`src/rtl/sad_pkg.sv`:
```
// sad_pkg -- shared types and constants for the SAD motion-search controller.
//
// Contents:
//   sad_state_e   : controller FSM state encoding (IDLE, ISSUE, DRAIN, DONE)
//   SAD_W         : SAD accumulator width for the default 8-bit pixel datapath
//   SAD_MAX       : all-ones SAD value, used as the "no candidate yet" seed
//   sat_count()   : clamps a requested candidate count to the array size
package sad_pkg;

    typedef enum logic [1:0] {
        ST_IDLE  = 2'd0,
        ST_ISSUE = 2'd1,
        ST_DRAIN = 2'd2,
        ST_DONE  = 2'd3
    } sad_state_e;

    localparam int unsigned SAD_PIX_W = 8;
    localparam int unsigned SAD_W     = SAD_PIX_W + 5;
    localparam logic [SAD_W-1:0] SAD_MAX = {SAD_W{1'b1}};

    // Requests beyond the candidate array size are clamped rather than
    // wrapped so a bad count can never index past the block memory.
    function automatic int unsigned sat_count(input int unsigned req,
                                              input int unsigned max_cnt);
        int unsigned res;
        if (req > max_cnt) begin
            res = max_cnt;
        end else begin
            res = req;
        end
        return res;
    endfunction

endpackage

```
`src/rtl/sad_valid_pipe.sv`:
```
// sad_valid_pipe -- valid-bit shift register that mirrors the SAD datapath
// latency. A bit entered with in_valid in cycle t emerges on out_valid in
// cycle t+PIPE_LAT, which is exactly when that candidate's SAD is on sad_in.
//
// Ports:
//   clk       in   rising-edge clock
//   rst       in   asynchronous active-low reset (clears every stage)
//   in_valid  in   a candidate entered the datapath this cycle
//   out_valid out  the candidate entered PIPE_LAT cycles ago retires now
//   empty     out  no candidate is in flight
module sad_valid_pipe #(
    parameter int unsigned PIPE_LAT = 3
) (
    input  logic clk,
    input  logic rst,
    input  logic in_valid,
    output logic out_valid,
    output logic empty
);

    logic [PIPE_LAT-1:0] vld_r;
    logic [PIPE_LAT-1:0] vld_s;

    // Next shift-register contents: older entries move up, newest at bit 0.
    always_comb begin
        vld_s    = vld_r << 1'b1;
        vld_s[0] = in_valid;
    end

    // Valid shift register.
    always_ff @(posedge clk or negedge rst) begin
        if (!rst) begin
            vld_r <= '0;
        end else begin
            vld_r <= vld_s;
        end
    end

    assign out_valid = vld_r[PIPE_LAT-1];
    assign empty     = ~|vld_r;

endmodule

```
`src/rtl/sad_search_ctrl.sv`:
```
// sad_search_ctrl -- sequences a block-matching search over up to NUM_CAND
// candidates, feeds candidate indices to the SAD datapath, and keeps the
// minimum returned SAD together with the index that produced it.
//
// Build option:
//   SAD_EARLY_EXIT_EN  when defined, a retired SAD of zero stops further
//                      issue (a perfect match cannot be beaten).
//
// Ports:
//   clk         in   rising-edge clock
//   rst         in   asynchronous active-low reset
//   start       in   begin a search (looked at in IDLE only)
//   cand_count  in   number of candidates, 0..NUM_CAND (larger clamps)
//   cand_addr   out  candidate index presented to the candidate memory
//   issue       out  datapath inputs valid this cycle
//   sad_in      in   SAD result from the datapath (PIPE_LAT after issue)
//   best_sad    out  minimum SAD found
//   best_idx    out  candidate index of best_sad
//   busy        out  search in progress (ISSUE or DRAIN)
//   done        out  result valid, held until ack
//   ack         in   consumer acknowledge of done
module sad_search_ctrl
    import sad_pkg::*;
#(
    parameter int unsigned WIDTH    = 8,
    parameter int unsigned NUM_CAND = 16,
    parameter int unsigned PIPE_LAT = 3
) (
    input  logic                        clk,
    input  logic                        rst,
    input  logic                        start,
    input  logic [$clog2(NUM_CAND):0]   cand_count,
    output logic [$clog2(NUM_CAND)-1:0] cand_addr,
    output logic                        issue,
    input  logic [WIDTH+4:0]            sad_in,
    output logic [WIDTH+4:0]            best_sad,
    output logic [$clog2(NUM_CAND)-1:0] best_idx,
    output logic                        busy,
    output logic                        done,
    input  logic                        ack
);

    localparam int unsigned ADDR_W = $clog2(NUM_CAND);
    localparam int unsigned CNT_W  = ADDR_W + 1;
    localparam int unsigned SW     = WIDTH + 5;
    localparam logic [SW-1:0]    SW_MAX  = {SW{1'b1}};
    localparam logic [CNT_W-1:0] CNT_ONE = {{ADDR_W{1'b0}}, 1'b1};

    sad_state_e          state_r, state_s;
    logic [CNT_W-1:0]    n_lat_r, n_lat_s;     // latched, clamped count
    logic [CNT_W-1:0]    iss_cnt_r, iss_cnt_s; // candidates issued so far
    logic [CNT_W-1:0]    ret_cnt_r, ret_cnt_s; // candidates retired so far
    logic                issue_r, issue_s;
    logic                busy_r, busy_s;
    logic                done_r, done_s;
    logic [SW-1:0]       best_sad_r, best_sad_s;
    logic [ADDR_W-1:0]   best_idx_r, best_idx_s;

    logic                pipe_out_s;
    logic                pipe_empty_s;
    logic                retire_s;
    logic                early_stop_s;
    logic                drained_s;
    logic [CNT_W-1:0]    count_sat_s;

    sad_valid_pipe #(
        .PIPE_LAT (PIPE_LAT)
    ) u_valid_pipe (
        .clk       (clk),
        .rst       (rst),
        .in_valid  (issue_r),
        .out_valid (pipe_out_s),
        .empty     (pipe_empty_s)
    );

    // Retire qualification, clamp of the request and drain-completion test.
    always_comb begin
        retire_s    = pipe_out_s && ((state_r == ST_ISSUE) || (state_r == ST_DRAIN));
        count_sat_s = CNT_W'(sat_count(32'(cand_count), NUM_CAND));
        // The final retire and the move to DONE share one edge, which is
        // what makes the start-to-done latency N+PIPE_LAT+1.
        drained_s   = (retire_s && ((ret_cnt_r + CNT_ONE) == iss_cnt_r)) || pipe_empty_s;
`ifdef SAD_EARLY_EXIT_EN
        early_stop_s = retire_s && (sad_in == {SW{1'b0}});
`else
        early_stop_s = 1'b0;
`endif
    end

    // FSM next state and next values of every registered output.
    always_comb begin
        state_s    = state_r;
        n_lat_s    = n_lat_r;
        iss_cnt_s  = iss_cnt_r;
        ret_cnt_s  = ret_cnt_r;
        issue_s    = issue_r;
        busy_s     = busy_r;
        done_s     = done_r;
        best_sad_s = best_sad_r;
        best_idx_s = best_idx_r;

        // Strict compare: on a tie the earlier (lower) index is kept. The
        // retire index has its own counter so it is independent of cand_addr.
        if (retire_s) begin
            ret_cnt_s = ret_cnt_r + CNT_ONE;
            if (sad_in < best_sad_r) begin
                best_sad_s = sad_in;
                best_idx_s = ret_cnt_r[ADDR_W-1:0];
            end else begin
                best_sad_s = best_sad_r;
            end
        end else begin
            ret_cnt_s = ret_cnt_r;
        end

        case (state_r)
            ST_IDLE: begin
                if (start) begin
                    n_lat_s    = count_sat_s;
                    iss_cnt_s  = {CNT_W{1'b0}};
                    ret_cnt_s  = {CNT_W{1'b0}};
                    best_sad_s = SW_MAX;
                    best_idx_s = {ADDR_W{1'b0}};
                    if (count_sat_s != {CNT_W{1'b0}}) begin
                        state_s = ST_ISSUE;
                        issue_s = 1'b1;
                        busy_s  = 1'b1;
                    end else begin
                        state_s = ST_DONE;
                        done_s  = 1'b1;
                    end
                end else begin
                    state_s = ST_IDLE;
                end
            end
            ST_ISSUE: begin
                // This cycle's candidate counts as issued even when it is the
                // one that triggers an early stop.
                iss_cnt_s = iss_cnt_r + CNT_ONE;
                if ((iss_cnt_r == (n_lat_r - CNT_ONE)) || early_stop_s) begin
                    state_s = ST_DRAIN;
                    issue_s = 1'b0;
                end else begin
                    state_s = ST_ISSUE;
                end
            end
            ST_DRAIN: begin
                if (drained_s) begin
                    state_s = ST_DONE;
                    busy_s  = 1'b0;
                    done_s  = 1'b1;
                end else begin
                    state_s = ST_DRAIN;
                end
            end
            ST_DONE: begin
                if (ack) begin
                    state_s = ST_IDLE;
                    done_s  = 1'b0;
                end else begin
                    state_s = ST_DONE;
                end
            end
            default: begin
                state_s = ST_IDLE;
                issue_s = 1'b0;
                busy_s  = 1'b0;
                done_s  = 1'b0;
            end
        endcase
    end

    // State and output registers.
    always_ff @(posedge clk or negedge rst) begin
        if (!rst) begin
            state_r    <= ST_IDLE;
            n_lat_r    <= '0;
            iss_cnt_r  <= '0;
            ret_cnt_r  <= '0;
            issue_r    <= 1'b0;
            busy_r     <= 1'b0;
            done_r     <= 1'b0;
            best_sad_r <= '0;
            best_idx_r <= '0;
        end else begin
            state_r    <= state_s;
            n_lat_r    <= n_lat_s;
            iss_cnt_r  <= iss_cnt_s;
            ret_cnt_r  <= ret_cnt_s;
            issue_r    <= issue_s;
            busy_r     <= busy_s;
            done_r     <= done_s;
            best_sad_r <= best_sad_s;
            best_idx_r <= best_idx_s;
        end
    end

    assign cand_addr = iss_cnt_r[ADDR_W-1:0];
    assign issue     = issue_r;
    assign busy      = busy_r;
    assign done      = done_r;
    assign best_sad  = best_sad_r;
    assign best_idx  = best_idx_r;

endmodule

```
`config.mk`:
```
export PLATFORM = sky130hd
export DESIGN_NAME = sad_search_ctrl
export DESIGN_NICKNAME = d
export VERILOG_FILES = /design/src/rtl/sad_pkg.sv /design/src/rtl/sad_valid_pipe.sv /design/src/rtl/sad_search_ctrl.sv
export SDC_FILE = /design/constraint.sdc
export NUM_CORES = 1
export LEC_CHECK = 0
export ABC_AREA = 0
export CORE_MARGIN = 5
export CORE_UTILIZATION = 31
export CTS_CLUSTER_DIAMETER = 200
export DETAILED_ROUTE_END_ITERATION = 6
export MAX_ROUTING_LAYER = met4
export PLACE_DENSITY = 0.52
export RECOVER_POWER = 50
export SLEW_MARGIN = 20
export SYNTH_ARGS = -nofsm -noshare
export SYNTH_HDL_FRONTEND = slang
export SYNTH_SLANG_ARGS = --single-unit
export TNS_END_PERCENT = 30
```
`constraint.sdc`:
```
create_clock -name clk -period 6.4 [get_ports clk]
set_clock_uncertainty 0.2 [all_clocks]
set_input_delay 1.28 -clock clk [delete_from_list [all_inputs] [get_ports clk]]
set_output_delay 1.28 -clock clk [all_outputs]
set_load 0.05 [all_outputs]
```
==> results.py, run 1 <==
metrics = {
    "outcome": {
        "status": "finished with violations",
        "violations": "capacitance limit, slew limit",
    },
    "clock_tree": {
        "h-tree-depth": 2,
        "clkLatencyLatePin_ns": 0.30,
        "cts_sinks": 40,
        "cts_hold_buf": 0,
        "cts_tree": "done",
        "clk_pin_slew_ns": 0.08,
        "clockBufferDepth": 2,
        "root_buffer": "clkbuf_8",
        "ctsResizeCount": 0,
        "postCtsSetupRepairBufs": 0,
        "cts_buffers": 5,
    },
    "power_and_ir_drop": {
        "p_comb_frac": 0.575,
        "p_leak_nw": 1.31,
        "seqPwrFrac": 0.293,
        "vdd_ir_drop_max_v": 0.000151,
        "p_int_uw": 793,
        "clockPowerShare": 0.133,
        "cellPowerDensity_nw_per_um2": 506,
        "swShare": 0.483,
        "power_switching_uw": 741,
    },
    "worst_setup_path": {
        "r2r-start": "state_r[0]$_DFF_PN0_",
        "r2r_slack_ns": 3.76,
        "cp_max_fo": 17,
        "arrival_ns": 3.64,
        "start_kind": "primary input",
        "ff2ff_path_depth": 7,
        "endpoint_kind": "flop",
        "reg2reg_to": "best_sad[3]$_DFF_PN0_",
        "critPathRequiredTime_ns": 6.40,
        "critical_path_class": "in2reg",
    },
    "sta": {
        "finalMaxSlewViolations": 41,
        "layout_min_cycle_time_ns": 3.64,
        "max_freq_mhz": 275,
        "setup_tns_ns": 0,
        "relSlewSlack": -0.462,
        "finalHoldViolations": 0,
        "tightest_slew_ns": 2.19,
        "rsz0062_at_grt": "no",
        "setup_viol_count_final": 0,
        "final.period_utilization": 0.569,
    },
    "route": {
        "drc": 0,
        "viasPerCell": 5.01,
        "wirelength_mm": 5.87,
        "dr.pass1.iters": 4,
        "vias": 2009,
        "drt-initial-drc-count": 71,
        "wire_per_inst_um": 14.6,
        "antenna_left": 0,
    },
    "global_route": {
        "grt_usage": 0.129,
        "use_met3": 0.0224,
        "grt_use_met1": 0.168,
        "antenna_found_initial": 0,
        "grt_pass1_vias": 2034,
        "grt_max_degree": 41,
        "grt-ovfl-total": 0,
        "grt_pass1_wl_mm": 10.1,
        "met2_usage": 0.209,
        "top_usage_layer": "met2",
    },
    "synth": {
        "syn_inst": 265,
        "synthArstFlopShare": 1.00,
        "syn_nets": 306,
        "ys_ff_latch": 40,
        "ys_types": 44,
        "syn-cell-area_um2": 2460,
        "ys_seq_area_frac": 0.406,
        "yosys_warnings": 0,
        "yosysTopAreaCell": "dfrtp_1",
        "synthTopCellsByArea": "dfrtp_1 (41%), ha_1 (9.6%), xnor2_1 (3.9%)",
        "synth.top_cell.area_share": 0.406,
        "synth_ff_type": "dfrtp_1",
        "synth_edf_count": 0,
        "avgSynthCellArea_um2": 9.30,
    },
    "placement": {
        "io_buffer_count": 45,
        "gp_congestion": 0.741,
        "place_area_um2": 2930,
        "hpwl_mm": 4.21,
    },
    "floorplan": {
        "num_rows": 32,
        "io_pins": 46,
        "die_w_um": 99.1,
        "coreArea_um2": 7730,
        "die_h_um": 99.1,
        "initial_core_util": 0.319,
        "dieArea_um2": 9830,
    },
    "final_layout": {
        "n_antenna_cell": 0,
        "drive_gt1_frac": 0.0435,
        "final_cell_mix": "clkdlybuf4s50_1 (43), dfrtp_1 (40), inv_1 (21)",
        "final_common_cell": "clkdlybuf4s50_1",
        "final_area_um2": 3030,
        "finalNetCount": 339,
        "num-fill-cells": 782,
        "syn2layout_area_growth_pct": 23.1,
    },
    "min_path": {
        "hold_start": "u_valid_pipe.vld_r[0]$_DFF_PN0_",
        "hp-class": "reg2reg",
        "min_to": "u_valid_pipe.vld_r[1]$_DFF_PN0_",
        "holdPathStages": 0,
    },
    "job": {
        "maxCapViolations": 1,
    },
}
==> final cells by class <==
| cell class | instances | area, µm² | area share |
|---|---|---|---|
| clock buffers | 6 | 72.6 | 0.0239 |
| repair buffers | 45 | 444 | 0.147 |
| multi-input cells | 185 | 1270 | 0.420 |
| clock inverters | 2 | 35.0 | 0.0116 |
| flip-flops and latches | 40 | 1000 | 0.330 |
| well taps | 102 | 128 | 0.0421 |
| inverters | 21 | 78.8 | 0.0260 |
==> critical path, stage by stage <==
cell and delay (ns):
clkdlybuf4s50_1 0.45, ha_1 0.34, nand4_1 0.16, or3b_4 0.43, a211oi_4 0.67, nor4_1 0.08
o21ai_0 0.23
==> logic make-up after synthesis <==
family	count (synthesis)	synth area share
AND/OR/NAND/NOR	71	0.155
adder cells (fa/ha/maj)	19	0.0965
XOR/XNOR	20	0.0711
AO/OA/AOI/OAI	73	0.183
buffers and inverters	40	0.0802
multiplexers	2	0.00813
flip-flops	40	0.406
==> registers in the layout, indices dropped and copies added (netlist names) <==
register            count
issue                   1
best_sad               13
best_idx                4
u_valid_pipe.vld_r      3
ret_cnt_r               5
done                    1
iss_cnt_r               5
n_lat_r                 5
state_r                 2
busy                    1
==> Yosys cell counts (4+ instances only) <==
master and n:
o21ai_0 19, nand3_1 4, nor3_1 6, a21oi_1 15, buf_4 5, nand4_1 8, dfrtp_1 40, o21ai_1 7
xnor2_1 11, o31ai_1 4, clkbuf_1 8, xor2_1 9, nand2_1 16, a31oi_1 14, nor4_1 13, nand2b_1 4
ha_1 19, nor2_1 9, inv_1 21
==> power by group through the flow <==
| stage | registers (mW) | clock network, mW | logic [mW] |
|---|---|---|---|
| after floorplan | 0.580 | 0 | 0.532 |
| after global placement | 0.455 | 0 | 0.874 |
| after detailed placement | 0.457 | 0 | 0.885 |
| after CTS | 0.452 | 0.211 | 0.891 |
| after global routing | 0.465 | 0.221 | 0.978 |
| final | 0.449 | 0.204 | 0.881 |
==> routing by layer <==
layer,routed length [µm],vias up
li1,-,1018
met5,0,-
met1,2800,957
met3,199,5
met2,2810,29
met4,62,0
==> through the flow <==
stage	setup WS (ns)	instances	power (mW)	util	hold WS, ns
floorplan	3.18	265	1.11	-	0.155
global placement	2.40	393	1.33	0.378	0.161
detailed placement	2.46	393	1.34	0.379	0.163
CTS	2.74	401	1.55	0.392	0.188
global route	2.59	401	1.66	0.392	0.200
finish	2.76	401	1.53	0.392	0.181
==> worst max path at each step <==
stage / from / endpoint / slack, ns / cells after the start
after floorplan: sad_in[7] / best_sad[10]$_DFF_PN0_ / 3.18 / 8
after global placement: sad_in[7] / best_idx[3]$_DFF_PN0_ / 2.40 / 7
after detailed placement: sad_in[12] / best_sad[3]$_DFF_PN0_ / 2.46 / 7
after CTS: sad_in[12] / best_sad[3]$_DFF_PN0_ / 2.74 / 7
after global routing: sad_in[12] / best_sad[2]$_DFF_PN0_ / 2.59 / 7
final: sad_in[12] / best_sad[3]$_DFF_PN0_ / 2.76 / 7
Power figures use the tool's default switching activity.
==> inputs of run 2 (changes only) <==
- clock period: 6.4 -> 3.5 ns (I/O delays scaled with it)
==> run 2 against run 1 <==
The run still ends with capacitance limit, slew limit left. Largest cell class unchanged. Clock-buffer cell count grew 1. Cell count increased by 1.0%. Critical path type unchanged. Utilization increased by 0.24 points. Sequential share of layout area down 0.20 points. Die area unchanged. Highest routed layer unchanged. Flip-flop and latch count stayed put.
==> results.py, run 2 (synthesized netlist as in run 1, its figures left out) <==
metrics = {
    "sta": {
        "setup_tns_ns": 0,
        "max_freq_mhz": 331,
        "finalMaxSlewViolations": 41,
        "tightest_slew_ns": 2.16,
        "rsz0062_at_grt": "no",
        "final.period_utilization": 0.862,
        "finalHoldViolations": 0,
        "layout_min_cycle_time_ns": 3.02,
        "relSlewSlack": -0.443,
        "setup_viol_count_final": 0,
    },
    "clock_tree": {
        "cts_hold_buf": 0,
        "clockBufferDepth": 2,
        "ctsResizeCount": 0,
        "h-tree-depth": 2,
        "root_buffer": "clkbuf_8",
        "clkLatencyLatePin_ns": 0.29,
        "cts_buffers": 5,
        "cts_tree": "done",
        "cts_sinks": 40,
        "clk_pin_slew_ns": 0.07,
        "postCtsSetupRepairBufs": 0,
    },
    "route": {
        "antenna_left": 0,
        "dr.pass1.iters": 4,
        "wirelength_mm": 6.01,
        "drt-initial-drc-count": 80,
        "vias": 2028,
        "drc": 0,
        "wire_per_inst_um": 14.8,
        "viasPerCell": 5.01,
    },
    "job": {
        "maxCapViolations": 1,
    },
    "global_route": {
        "grt_pass1_vias": 2097,
        "grt_max_degree": 41,
        "grt-ovfl-total": 0,
        "grt_pass1_wl_mm": 10.3,
        "antenna_found_initial": 0,
        "grt_usage": 0.131,
    },
    "floorplan": {
        "dieArea_um2": 9830,
        "coreArea_um2": 7730,
        "initial_core_util": 0.319,
        "num_rows": 32,
        "die_h_um": 99.1,
        "io_pins": 46,
        "die_w_um": 99.1,
    },
    "final_layout": {
        "final_cell_mix": "clkdlybuf4s50_1 (43), dfrtp_1 (40), inv_1 (21)",
        "drive_gt1_frac": 0.0528,
        "final_common_cell": "clkdlybuf4s50_1",
        "n_antenna_cell": 0,
        "largest_reg_flops": 13,
        "syn2layout_area_growth_pct": 23.8,
        "finalNetCount": 344,
        "stdcell_count": 405,
        "final_area_um2": 3050,
    },
    "worst_setup_path": {
        "cp_max_fo": 17,
        "start_kind": "primary input",
        "max_stage_delay_ns": 0.52,
        "cp_cell_sequence": "clkdlybuf4s50_1 -> ha_1 -> and4_1 -> or3b_4 -> a211o_1 -> a31oi_1 -> o21ai_0",
        "crit_path_top_delay_cell": "a211o_1",
        "critPathRequiredTime_ns": 3.42,
        "arrival_ns": 2.94,
        "critical_path_class": "in2reg",
        "endpoint_kind": "flop",
    },
    "min_path": {
        "hp-class": "reg2reg",
    },
    "power_and_ir_drop": {
        "cellPowerDensity_nw_per_um2": 924,
        "vdd_ir_drop_max_v": 0.000211,
        "p_leak_nw": 1.33,
    },
    "outcome": {
        "status": "finished with violations",
        "violations": "capacitance limit, slew limit",
    },
    "placement": {
        "io_buffer_count": 45,
        "place_area_um2": 2960,
        "hpwl_mm": 4.38,
        "gp_congestion": 0.761,
        "dp.cells": 398,
    },
}
[run 2: cell types whose count changed in the layout (fill, tap and decap cells not counted), sizes merged]
cell    before  now
buf          0    5
bufinv       1    0
clkbuf       7    8
clkinv       1    0
[run 2: metal layers]
metal / global-route usage / vias up / share of wire
met3: 0.0245 / 7 / 0.033
met2: 0.213 / 27 / 0.48
met5: - / - / 0
li1: - / 1020 / -
met4: 0.0315 / 0 / 0.010
met1: 0.168 / 974 / 0.48
[run 2: cell type report]
type                            instances  area [µm²]
Multi-Input combinational cell        185        1260
Clock buffer                            7        96.3
Sequential cell                        40        1000
Fill cell                             790        4680
Tap cell                              102         128
Timing Repair Buffer                   50         482
Inverter                               21        78.8
[run 2: path summary, 6_finish.rpt]
kind / from / end / slack (ns) / depth (start not counted)
hold / removal: u_valid_pipe.vld_r[0]$_DFF_PN0_ / u_valid_pipe.vld_r[1]$_DFF_PN0_ / 0.18 / 0
max in group asynchronous: rst / n_lat_r[0]$_DFFE_PN0P_ / 1.03 / 1
hold reg to reg: u_valid_pipe.vld_r[0]$_DFF_PN0_ / u_valid_pipe.vld_r[1]$_DFF_PN0_ / 0.18 / 0
setup / recovery: sad_in[7] / best_sad[3]$_DFF_PN0_ / 0.48 / 7
min in group asynchronous: rst / best_sad[5]$_DFF_PN0_ / 0.84 / 1
setup reg to reg: best_sad[7]$_DFF_PN0_ / best_sad[3]$_DFF_PN0_ / 0.90 / 7
[run 2: worst max-delay path: cells and delay by family]
family                     cells  cell delay [ns]
AOI/OAI and AO/OA              3             0.87
and+or+nand+nor                2             0.63
buffers and inverters          1             0.42
adders and majority gates      1             0.32
[run 2: through the flow]
stage / power [mW] / util / hold WS, ns / setup slack [ns]
global route: 3.05 / 0.395 / 0.192 / 0.369
finish: 2.82 / 0.395 / 0.181 / 0.482
global placement: 2.49 / 0.382 / 0.160 / 0.209
CTS: 2.85 / 0.395 / 0.188 / 0.491
detailed placement: 2.51 / 0.382 / 0.165 / 0.192
floorplan: 2.03 / - / 0.155 / 0.831
[run 2: report_power, final]
group / switching, mW / total [mW] / leakage (nW) / internal (mW)
sequential: 0.184 / 0.821 / 0.463 / 0.638
clock: 0.154 / 0.329 / 0.0503 / 0.176
combinational: 1.03 / 1.67 / 0.816 / 0.643
